**config.mk**
```make
export PLATFORM = sky130hd
export DESIGN_NAME = ttl_mux_scan_ctrl
export DESIGN_NICKNAME = d
export VERILOG_FILES = /design/src/rtl/ttl_scan_pkg.sv /design/src/rtl/ttl_scan_timer.sv /design/src/rtl/ttl_mux_scan_ctrl.sv
export SDC_FILE = /design/constraint.sdc
export NUM_CORES = 1
export LEC_CHECK = 0
export BUFFER_PORTS_ARGS = -buffer_cell sky130_fd_sc_hd__buf_2
export CORE_MARGIN = 5
export CORE_UTILIZATION = 45
export CTS_BUF_LIST = sky130_fd_sc_hd__clkbuf_4 sky130_fd_sc_hd__clkbuf_8
export CTS_CLUSTER_DIAMETER = 200
export DETAILED_ROUTE_END_ITERATION = 8
export PLACE_DENSITY = 0.65
export SETUP_SLACK_MARGIN = 0.15
export SLEW_MARGIN = 10
export SYNTH_ARGS = -nofsm -noshare
export SYNTH_HDL_FRONTEND = slang
export SYNTH_SLANG_ARGS = --single-unit
```
**constraint.sdc**
```tcl
create_clock -name clk -period 3.5 [get_ports clk]
set_clock_uncertainty 0.1 [all_clocks]
set_input_delay 0.525 -clock clk [delete_from_list [all_inputs] [get_ports clk]]
set_output_delay 0.525 -clock clk [all_outputs]
set_load 0.1 [all_outputs]
```
**src/rtl/ttl_scan_pkg.sv**
```systemverilog
// Shared definitions for the 74251 mux-scan sequencer: FSM encodings,
// settle counter width and the device-count ceiling.
package ttl_scan_pkg;

   localparam int MAX_MUX = 8;
   localparam int CNT_W   = 4;

   typedef enum logic [2:0] {
      ST_IDLE   = 3'd0,
      ST_SETTLE = 3'd1,
      ST_SAMPLE = 3'd2,
      ST_GAP    = 3'd3,
      ST_DONE   = 3'd4
   } scan_state_e;

endpackage

```
**src/rtl/ttl_scan_timer.sv**
```systemverilog
// Settle down-counter: loaded on entry to SETTLE, flags terminal count at zero.
module ttl_scan_timer
   import ttl_scan_pkg::*;
(
   input  logic             clk,
   input  logic             reset,
   input  logic             load_i,
   input  logic [CNT_W-1:0] load_val_i,
   input  logic             en_i,
   output logic             tc_o
);

   logic [CNT_W-1:0] cnt_q, cnt_d;

   always_comb begin
      cnt_d = cnt_q;
      if (load_i) begin
         cnt_d = load_val_i;
      end else if (en_i && (cnt_q != '0)) begin
         cnt_d = cnt_q - 1'b1;
      end
   end

   always_ff @(posedge clk) begin
      if (reset) begin
         cnt_q <= '0;
      end else begin
         cnt_q <= cnt_d;
      end
   end

   assign tc_o = (cnt_q == '0);

endmodule

```
**src/rtl/ttl_mux_scan_ctrl.sv**
```systemverilog
// Scan sequencer for NUM_MUX 74251-style muxes sharing one Y line.
// Optional change detection on completed words: define SCAN_CHANGE_DET_EN.
//
// state  | meaning
// IDLE   | bus released, waiting for start
// SETTLE | device m enabled with sel=s, waiting SETTLE cycles
// SAMPLE | capture y_in into shadow bit 8*m+s
// GAP    | break-before-make: all devices off, sel=0
// DONE   | data_out updated, done pulse, bus released
module ttl_mux_scan_ctrl
   import ttl_scan_pkg::*;
#(
   parameter int NUM_MUX = 2,
   parameter int SETTLE  = 2
) (
   input  logic                 clk,
   input  logic                 reset,
   input  logic                 start,
   input  logic                 abort,
   input  logic                 y_in,
   output logic [2:0]           sel,
   output logic [NUM_MUX-1:0]   oe_bar,
   output logic                 busy,
   output logic                 done,
   output logic [8*NUM_MUX-1:0] data_out,
   output logic                 data_vld,
   output logic                 changed
);

   localparam int               W         = 8 * NUM_MUX;
   localparam logic [CNT_W-1:0] SETTLE_LD = (SETTLE == 0) ? '0 : CNT_W'(SETTLE - 1);
   localparam scan_state_e      ST_CODE   = (SETTLE == 0) ? ST_SAMPLE : ST_SETTLE;
   localparam logic [2:0]       M_LAST    = 3'(NUM_MUX - 1);

   scan_state_e        state_q, state_d;
   logic [2:0]         m_q, m_d;
   logic [2:0]         s_q, s_d;
   logic [2:0]         sel_q, sel_d;
   logic [NUM_MUX-1:0] oe_bar_q, oe_bar_d;
   logic               busy_q, busy_d;
   logic               done_q, done_d;
   logic               vld_q, vld_d;
   logic [W-1:0]       shadow_q, shadow_d;
   logic [W-1:0]       data_q, data_d;
   logic [5:0]         bit_idx;
   logic               tmr_load;
   logic               tmr_tc;

   assign bit_idx  = {m_q, s_q};
   assign tmr_load = (state_d == ST_SETTLE) && (state_q != ST_SETTLE);

   ttl_scan_timer u_timer (
      .clk        (clk),
      .reset      (reset),
      .load_i     (tmr_load),
      .load_val_i (SETTLE_LD),
      .en_i       (state_q == ST_SETTLE),
      .tc_o       (tmr_tc)
   );

   always_ff @(posedge clk) begin
      if (reset) begin
         state_q  <= ST_IDLE;
         m_q      <= '0;
         s_q      <= '0;
         sel_q    <= '0;
         oe_bar_q <= '1;
         busy_q   <= 1'b0;
         done_q   <= 1'b0;
         vld_q    <= 1'b0;
         shadow_q <= '0;
         data_q   <= '0;
      end else begin
         state_q  <= state_d;
         m_q      <= m_d;
         s_q      <= s_d;
         sel_q    <= sel_d;
         oe_bar_q <= oe_bar_d;
         busy_q   <= busy_d;
         done_q   <= done_d;
         vld_q    <= vld_d;
         shadow_q <= shadow_d;
         data_q   <= data_d;
      end
   end

   always_comb begin
      state_d  = state_q;
      m_d      = m_q;
      s_d      = s_q;
      shadow_d = shadow_q;
      case (state_q)
         ST_IDLE: begin
            if (start && !abort) begin
               state_d = ST_CODE;
               m_d     = '0;
               s_d     = '0;
            end
         end
         ST_SETTLE: begin
            if (abort) begin
               state_d = ST_IDLE;
            end else if (tmr_tc) begin
               state_d = ST_SAMPLE;
            end
         end
         ST_SAMPLE: begin
            for (int i = 0; i < W; i++) begin
               if (6'(i) == bit_idx) begin
                  shadow_d[i] = y_in;
               end
            end
            if (abort) begin
               state_d = ST_IDLE;
            end else if (s_q != 3'd7) begin
               s_d     = s_q + 3'd1;
               state_d = ST_CODE;
            end else if (m_q != M_LAST) begin
               state_d = ST_GAP;
            end else begin
               state_d = ST_DONE;
            end
         end
         ST_GAP: begin
            if (abort) begin
               state_d = ST_IDLE;
            end else begin
               m_d     = m_q + 3'd1;
               s_d     = '0;
               state_d = ST_CODE;
            end
         end
         ST_DONE: state_d = ST_IDLE;
         default: state_d = ST_IDLE;
      endcase
   end

   // Outputs are registered from the next state so the bus enables never glitch.
   always_comb begin
      sel_d    = '0;
      oe_bar_d = '1;
      busy_d   = 1'b0;
      done_d   = 1'b0;
      vld_d    = vld_q;
      data_d   = data_q;
      case (state_d)
         ST_SETTLE, ST_SAMPLE: begin
            sel_d  = s_d;
            busy_d = 1'b1;
            for (int i = 0; i < NUM_MUX; i++) begin
               if (3'(i) == m_d) begin
                  oe_bar_d[i] = 1'b0;
               end
            end
         end
         ST_GAP:  busy_d = 1'b1;
         ST_DONE: begin
            done_d = 1'b1;
            vld_d  = 1'b1;
            data_d = shadow_d;
         end
         default: ;
      endcase
   end

`ifdef SCAN_CHANGE_DET_EN
   logic changed_q, changed_d;

   // data_q still holds the previous completed word on the edge that replaces it.
   always_comb begin
      changed_d = (state_d == ST_DONE) && (!vld_q || (shadow_d != data_q));
   end

   always_ff @(posedge clk) begin
      if (reset) begin
         changed_q <= 1'b0;
      end else begin
         changed_q <= changed_d;
      end
   end

   assign changed = changed_q;
`else
   assign changed = 1'b0;
`endif

   assign sel      = sel_q;
   assign oe_bar   = oe_bar_q;
   assign busy     = busy_q;
   assign done     = done_q;
   assign data_out = data_q;
   assign data_vld = vld_q;

endmodule
```
Word-level counts from Yosys, hierarchy flattened
Cells that the tools add are included.
{ "totals": {"regBits": 53, "input_bits": 5, "output_inout_bits": 25, "wordCells": 95} }
{ "classes": {"n_addsub": 3, "n_eq_ne": 26, "muxes": 39, "bitwise": 1, "reduce_logical": 14} }
{ "op_table": {"columns": ["op", "n"], "rows": [
  ["4-bit by 6-bit equality test with 1-bit output, first input constant", 8],
  ["3-bit two-way mux", 12],
  ["3-bit by 6-bit equality test with 1-bit output, first input constant", 4],
  ["1-bit two-way mux", 23],
  ["16-bit two-way mux", 1],
  ["2-bit by 6-bit equality test with 1-bit output, first input constant", 2],
  ["3-bit by 2-bit equality test with 1-bit output, second input constant", 4],
  ["3-bit case mux with 4 select lines", 1],
  ["3-bit case mux with 3 select lines", 1],
  ["3-bit by 1-bit adder with 3-bit output, second input constant", 2],
  ["1-bit by 6-bit equality test with 1-bit output, first input constant", 1],
  ["3-bit by 1-bit equality test with 1-bit output, second input constant", 2],
  ["3-bit zero test", 2],
  ["6-bit zero test", 1],
  ["3-bit by 1-bit != test with 1-bit output, second input constant", 2],
  ["3-bit case mux with 2 select lines", 1],
  ["2-bit OR reduction", 3],
  ["4-bit zero test", 1],
  ["4-bit nonzero test", 1],
  ["4-bit by 1-bit subtractor with 4-bit output, second input constant", 1],
  ["1-bit by 3-bit equality test with 1-bit output, first input constant", 1],
  ["3-bit equality test, second input constant", 1],
  ["1-bit logical AND", 3],
  ["3-bit != test, second input constant", 1],
  ["4 further kinds", 4]
]} }

Depth between registers and ports, before layout
{ "logic_depth": {"word_depth": 9, "ltp_mapped": 7, "ltp_nobuf": 7} }

Hierarchy
Synthesis repeated with hierarchy kept, for this count alone.
{ "unflattened": {"hier_cells": 261, "area_unflattened_um2": 2398.6} }
{ "modules_own_cells": {"columns": ["module", "instances", "cells_per_inst", "area_per_inst_um2", "seq_area_each_um2"], "rows": [
  ["ttl_mux_scan_ctrl", 1, 232, 2135.8, 980.9],
  ["ttl_scan_timer", 1, 29, 262.8, 80.1]
]} }

Least setup slack after synthesis
Ideal clock, no wire load.
{ "synth_timing": {"path_kind": "flip-flop to flip-flop", "startpoint": "register s_q[0]", "endpoint": "register oe_bar_q[1] (netlist: oe_bar[1])", "setup_ps": 134, "t_arrival_ps": 2081, "required_time_ps": 3266, "setup_slack_ps": 1185, "path_stages_with_launch": 8, "path_buffers": 1, "period_less_slack_ps": 2315, "cell_sequence": "dfxtp_1 -> ha_1 -> clkbuf_1 -> nand2_1 -> or4b_4 -> a21oi_4 -> nor2_2 -> or4_1"} }
{ "synth_via": {"elab_chain_len": 8, "elab_cells_between_ends": 9, "cone_classes": "eq/ne (3); mux (3); bitwise (1); reduce/logical (2)"} }
{ "synth_lines": {"columns": ["item", "line_no", "rtl"], "rows": [
  ["from (decl)", "ttl_mux_scan_ctrl.sv:37", "logic [2:0] s_q, s_d;"],
  ["from (signal assigned)", "ttl_mux_scan_ctrl.sv:65", "s_q <= '0;"],
  ["from (signal assigned)", "ttl_mux_scan_ctrl.sv:76", "s_q <= s_d;"],
  ["3-bit != test *", "ttl_mux_scan_ctrl.sv:115", "end else if (s_q != 3'd7) begin"],
  ["3-bit two-way mux *", "ttl_mux_scan_ctrl.sv:115", null],
  ["3-bit two-way mux *", "ttl_mux_scan_ctrl.sv:113", "if (abort) begin"],
  ["3-bit case mux with 4 select lines *", "ttl_mux_scan_ctrl.sv:92", "case (state_q)"],
  ["3-bit by 1-bit equality test with 1-bit output or 3-bit by 2-bit equality test with 1-bit output (tied branches)", "ttl_mux_scan_ctrl.sv:146", "case (state_d)"],
  ["2-bit OR reduction *", "ttl_mux_scan_ctrl.sv:146", null],
  ["1-bit NOT (no line) *", null, null],
  ["2-bit OR reduction (no line) *", null, null],
  ["to (signal assigned)", "ttl_mux_scan_ctrl.sv:78", "oe_bar_q <= oe_bar_d;"],
  ["to (decl)", "ttl_mux_scan_ctrl.sv:39", "logic [NUM_MUX-1:0] oe_bar_q, oe_bar_d;"]
]} }
Every way passes the cells marked *; elsewhere a longest branch is shown, timed or not.
A chain may end at the register's enable or synchronous reset.

Worst setup path in the final report
{ "layout_timing": {"startpoint": "register state_q[1]", "endpoint": "register oe_bar_q[1] (netlist: oe_bar[1])"} }
{ "layout_via": {"elab_chain_len": 7, "elab_cells_between_ends": 16, "cone_classes": "eq/ne (6); mux (6); bitwise (1); reduce/logical (3)"} }
{ "layout_lines": {"columns": ["item", "line_no", "rtl"], "rows": [
  ["from (decl)", "ttl_mux_scan_ctrl.sv:35", "scan_state_e state_q, state_d;"],
  ["from (signal assigned)", "ttl_mux_scan_ctrl.sv:74", "state_q <= state_d;"],
  ["3-bit two-way mux", "ttl_mux_scan_ctrl.sv:103", "end else if (tmr_tc) begin"],
  ["3-bit two-way mux", "ttl_mux_scan_ctrl.sv:101", "if (abort) begin"],
  ["3-bit case mux with 4 select lines", "ttl_mux_scan_ctrl.sv:92", null],
  ["3-bit by 1-bit equality test with 1-bit output or 3-bit by 2-bit equality test with 1-bit output (tied branches)", "ttl_mux_scan_ctrl.sv:146", null],
  ["2-bit OR reduction", "ttl_mux_scan_ctrl.sv:146", null],
  ["1-bit NOT (no line)", null, null],
  ["2-bit OR reduction (no line)", null, null]
]} }
Several ways; a longest one is shown, not always the timed one.

==> flow_summary.yaml <==
cells_and_area:
  fin_nets: 279
  antenna-diode-count: 0
  postLayoutCoreUtil_pct: 52.52
  mostFrequentLayoutCells: "sky130_fd_sc_hd__dfxtp_1 (53), sky130_fd_sc_hd__nor2_1 (48), sky130_fd_sc_hd__buf_2 (28)"
  final_layout_size_suffix_gt1_share_pct: 16.79
  syn_to_final_growth_pct: 12.05
  finish.instance_area_mm2: 0.002514
  mostFrequentLayoutCell: "sky130_fd_sc_hd__dfxtp_1"
setup_path:
  worstReg2RegEnd: "oe_bar[1]$_SDFF_PP1_"
  path_max_fanout: 12
  timing.critical_path.max_delay_family: "simple AND/OR/NAND/NOR gates"
  worst_setup_path_end: "oe_bar[1]$_SDFF_PP1_"
  rrSetupSlack_ps: 1000
  cp_cell_sequence: "nand2b_1 > or4b_4 > a21oi_4 > nor2_2 > or4_1"
  rr_startpoint: "state_q[1]$_SDFF_PP0_"
  worstSetupStartpointType: "register"
  critical_path_cell_count: 5
  critical-path-max-stage-delay_ps: 640
  path_buf_inv: 0
  critical_path_end_type: "register"
  worst_r2r_path_depth: 5
  required_ps: 3590
  crit_slowest_cell: "sky130_fd_sc_hd__or4b_4"
  setup.worst_path.class: "reg2reg"
  critical_path_arrival_ps: 2590
  critPathLaunch: "state_q[1]$_SDFF_PP0_"
floorplan:
  die_w_um: 80.61
  ioPinCount: 30
  placement_rows: 25
  floorplan.die_area_mm2: 0.006497
  floorplan.initialDensity_pct: 46.88
  floorplan.die.height_um: 80.61
  core_region_area_mm2: 0.004786
logic_synthesis:
  syn-mean-instance-area_um2: 9.083
  yosys.cell_types.count: 41
  synth_seq_area_share_pct: 47.30
  mappedNetlistNets: 259
  yosys-mux-area-fraction_pct: 7.139
  synth_enable_flop_cells: 0
  adder_cell_share_of_the_synthesized_area_pct: 3.904
  ys.warnings.count: 0
  synthesis.instances: 247
  yosys.area_share.xor_xnor_pct: 0.7808
  synth_top_family_by_area: "simple AND/OR/NAND/NOR gates"
  synthArstFlopShare_pct: 0
  synth.cell_area_mm2: 0.002243
  synth_compound_gate_area_share_pct: 11.54
  ys_dominant_reg_cell: "sky130_fd_sc_hd__dfxtp_1"
  synth_seq_cells: 53
  synth-simple-area-share_pct: 24.71
detailed_routing:
  highest-signal-layer: "met4"
  totalWireLength_um: 4298
  drc: 0
  post_drt_wl_per_cell_um: 12.83
  detail_route.iter0.violations: 96
  routed-wl-met3_um: 267
  detail_route.vias_per_cell: 5.251
  detail-route-antenna-nets: 0
  met2_length_um: 1938
  detail_route.first_pass.iterations: 4
  drt-met1-wl_um: 2038
  vias: 1759
cts:
  clkSinkCount: 53
  tritoncts.num_buffers: 5
  cts.hold.buffers_added: 0
  cts_tree: "done"
  post_cts.repair.setup_buffers: 0
  cts_htree_levels: 2
  worst_skew_pair_later_pin_latency_ps: 310
  ctsRootBufferMaster: "sky130_fd_sc_hd__clkbuf_8"
  post_cts_resized: 0
  cts.reportedPaths.clkPinSlew_ps: 100
  max-clock-path-buffers: 2
global_route:
  grt.total_usage_pct: 14.17
  grt_first_pass_wirelength_um: 7307
  initial_antenna_violation_count: 0
  via_count_of_the_first_global_routing_pass: 1566
  maximum_number_of_pins_on_one_net_before_global_route_repair: 46
  grt_overflow_total: 0
timing:
  rsz_0062_raised_after_global_routing: "no"
  slew-limit-headroom_pct: 45.44
  clock.fmax_ghz: 0.3999
  timing.final.hold_violations: 0
  final.setup.tns_ps: 0
  timing.final.max_slew_violations: 0
  setup_viol: 0
  layout_min_cycle_time_ps: 2501
  final_min_period_over_clock_period_pct: 71.44
  tightestPinTransition_ps: 818.4
power:
  power_density_mw_per_mm2: 413.1
  peakVddDrop_v: 0.0002529
  power_leakage_nw: 1.030
place:
  detailed_placement_hpwl_um: 2969
  final_replace_weighted_congestion: 0.8402
  placed_cell_area_mm2: 0.002414
  placement.io_buffers: 28
outcome:
  result_of_the_run: "finished clean"
flow_run:
  number_of_violations_of_the_max_capacitance_limit: 0
worst_hold_path:
  type_of_the_most_critical_hold_path: "reg2reg"
-- metal layers --
metal / track usage (%) / vias up
li1: - / 892
met5: 0 / -
met1: 19.06 / 807
met3: 3.363 / 6
met2: 22.27 / 54
met4: 4.561 / 0
-- Yosys cell counts (2+ instances only) --
cell type	n	area, um2
sky130_fd_sc_hd__xnor2_1	2	17.52
sky130_fd_sc_hd__dfxtp_1	53	1061
sky130_fd_sc_hd__inv_1	6	22.52
sky130_fd_sc_hd__nor4_1	2	12.51
sky130_fd_sc_hd__or4b_1	2	20.02
sky130_fd_sc_hd__a211oi_1	19	142.6
sky130_fd_sc_hd__mux2i_1	16	160.2
sky130_fd_sc_hd__nand3_1	14	70.07
sky130_fd_sc_hd__nor3b_1	3	22.52
sky130_fd_sc_hd__clkbuf_1	13	48.80
sky130_fd_sc_hd__nand2b_1	4	25.02
sky130_fd_sc_hd__nand3b_1	2	15.01
sky130_fd_sc_hd__nor3_1	6	30.03
sky130_fd_sc_hd__nor2b_1	6	37.54
sky130_fd_sc_hd__nor2_1	48	180.2
sky130_fd_sc_hd__a21oi_1	9	45.04
sky130_fd_sc_hd__nand2_1	10	37.54
sky130_fd_sc_hd__buf_2	2	10.01
sky130_fd_sc_hd__o221ai_1	2	17.52
sky130_fd_sc_hd__ha_1	7	87.58
-- worst reg2reg max path: cells and delay by family (launching register included) --
kind | cells | cell delay (ps)
AND/OR/NAND/NOR | 4 | 1580
AO/OA/AOI/OAI | 1 | 150
flip-flops | 1 | 560
-- registers in the layout, summed over array words and instances (netlist names) --
signal and count:
s_q 3, m_q 3, done 1, state_q 3, busy 1, sel 3
data_vld 1, shadow_q 16, oe_bar 2, u_timer.cnt_q 4, data_out 16
-- how the worst min path moves through the flow --
stage	cells past startpoint	startpoint	to	slack, ps
after detailed placement	2	data_vld$_SDFFE_PP0P_	data_vld$_SDFFE_PP0P_	360
after CTS	2	data_vld$_SDFFE_PP0P_	data_vld$_SDFFE_PP0P_	380
after global routing	2	data_vld$_SDFFE_PP0P_	data_vld$_SDFFE_PP0P_	420
after global placement	2	data_vld$_SDFFE_PP0P_	data_vld$_SDFFE_PP0P_	350
after floorplan	2	shadow_q[15]$_SDFF_PP0_	shadow_q[15]$_SDFF_PP0_	360
final	2	data_vld$_SDFFE_PP0P_	data_vld$_SDFFE_PP0P_	390
-- area by class of cell --
type                    count  area, um2
fillers                   487       2272
multi-input cells         171       1091
inverters                   6      22.52
repair buffers             30      155.1
clock inverters             2      17.52
well taps                  67      83.83
clock buffers               6      82.58
flip-flops and latches     53       1061
-- stage by stage --
step           cells  hold WS, ps   power, W  worst slack, ps
2_1_floorplan    247        356.4  0.0006728             1185
3_3_place_gp     327        352.0  0.0006820             1043
3_5_place_dp     327        358.0  0.0006823             1028
4_1_cts          335        383.5   0.001052             1011
5_1_grt          335        419.9   0.001086            822.5
6_report         335        389.0   0.001038            999.5
-- report_power, final --
group	total [W]	internal [W]	switching, W
combinational	0.0000578	0.0000147	0.0000431
sequential	0.000610	0.000607	0.00000372
clock	0.000370	0.000164	0.000206
total	0.00104	0.000786	0.000253
-- cell families after synthesis --
family                     Yosys count
and+or+nand+nor                    109
adders and majority gates            7
buffers and inverters               23
muxes                               16
DFF                                 53
other                                1
AOI/OAI and AO/OA                   36
xor gates and xnor gates             2
Power figures use the tool's default switching activity.
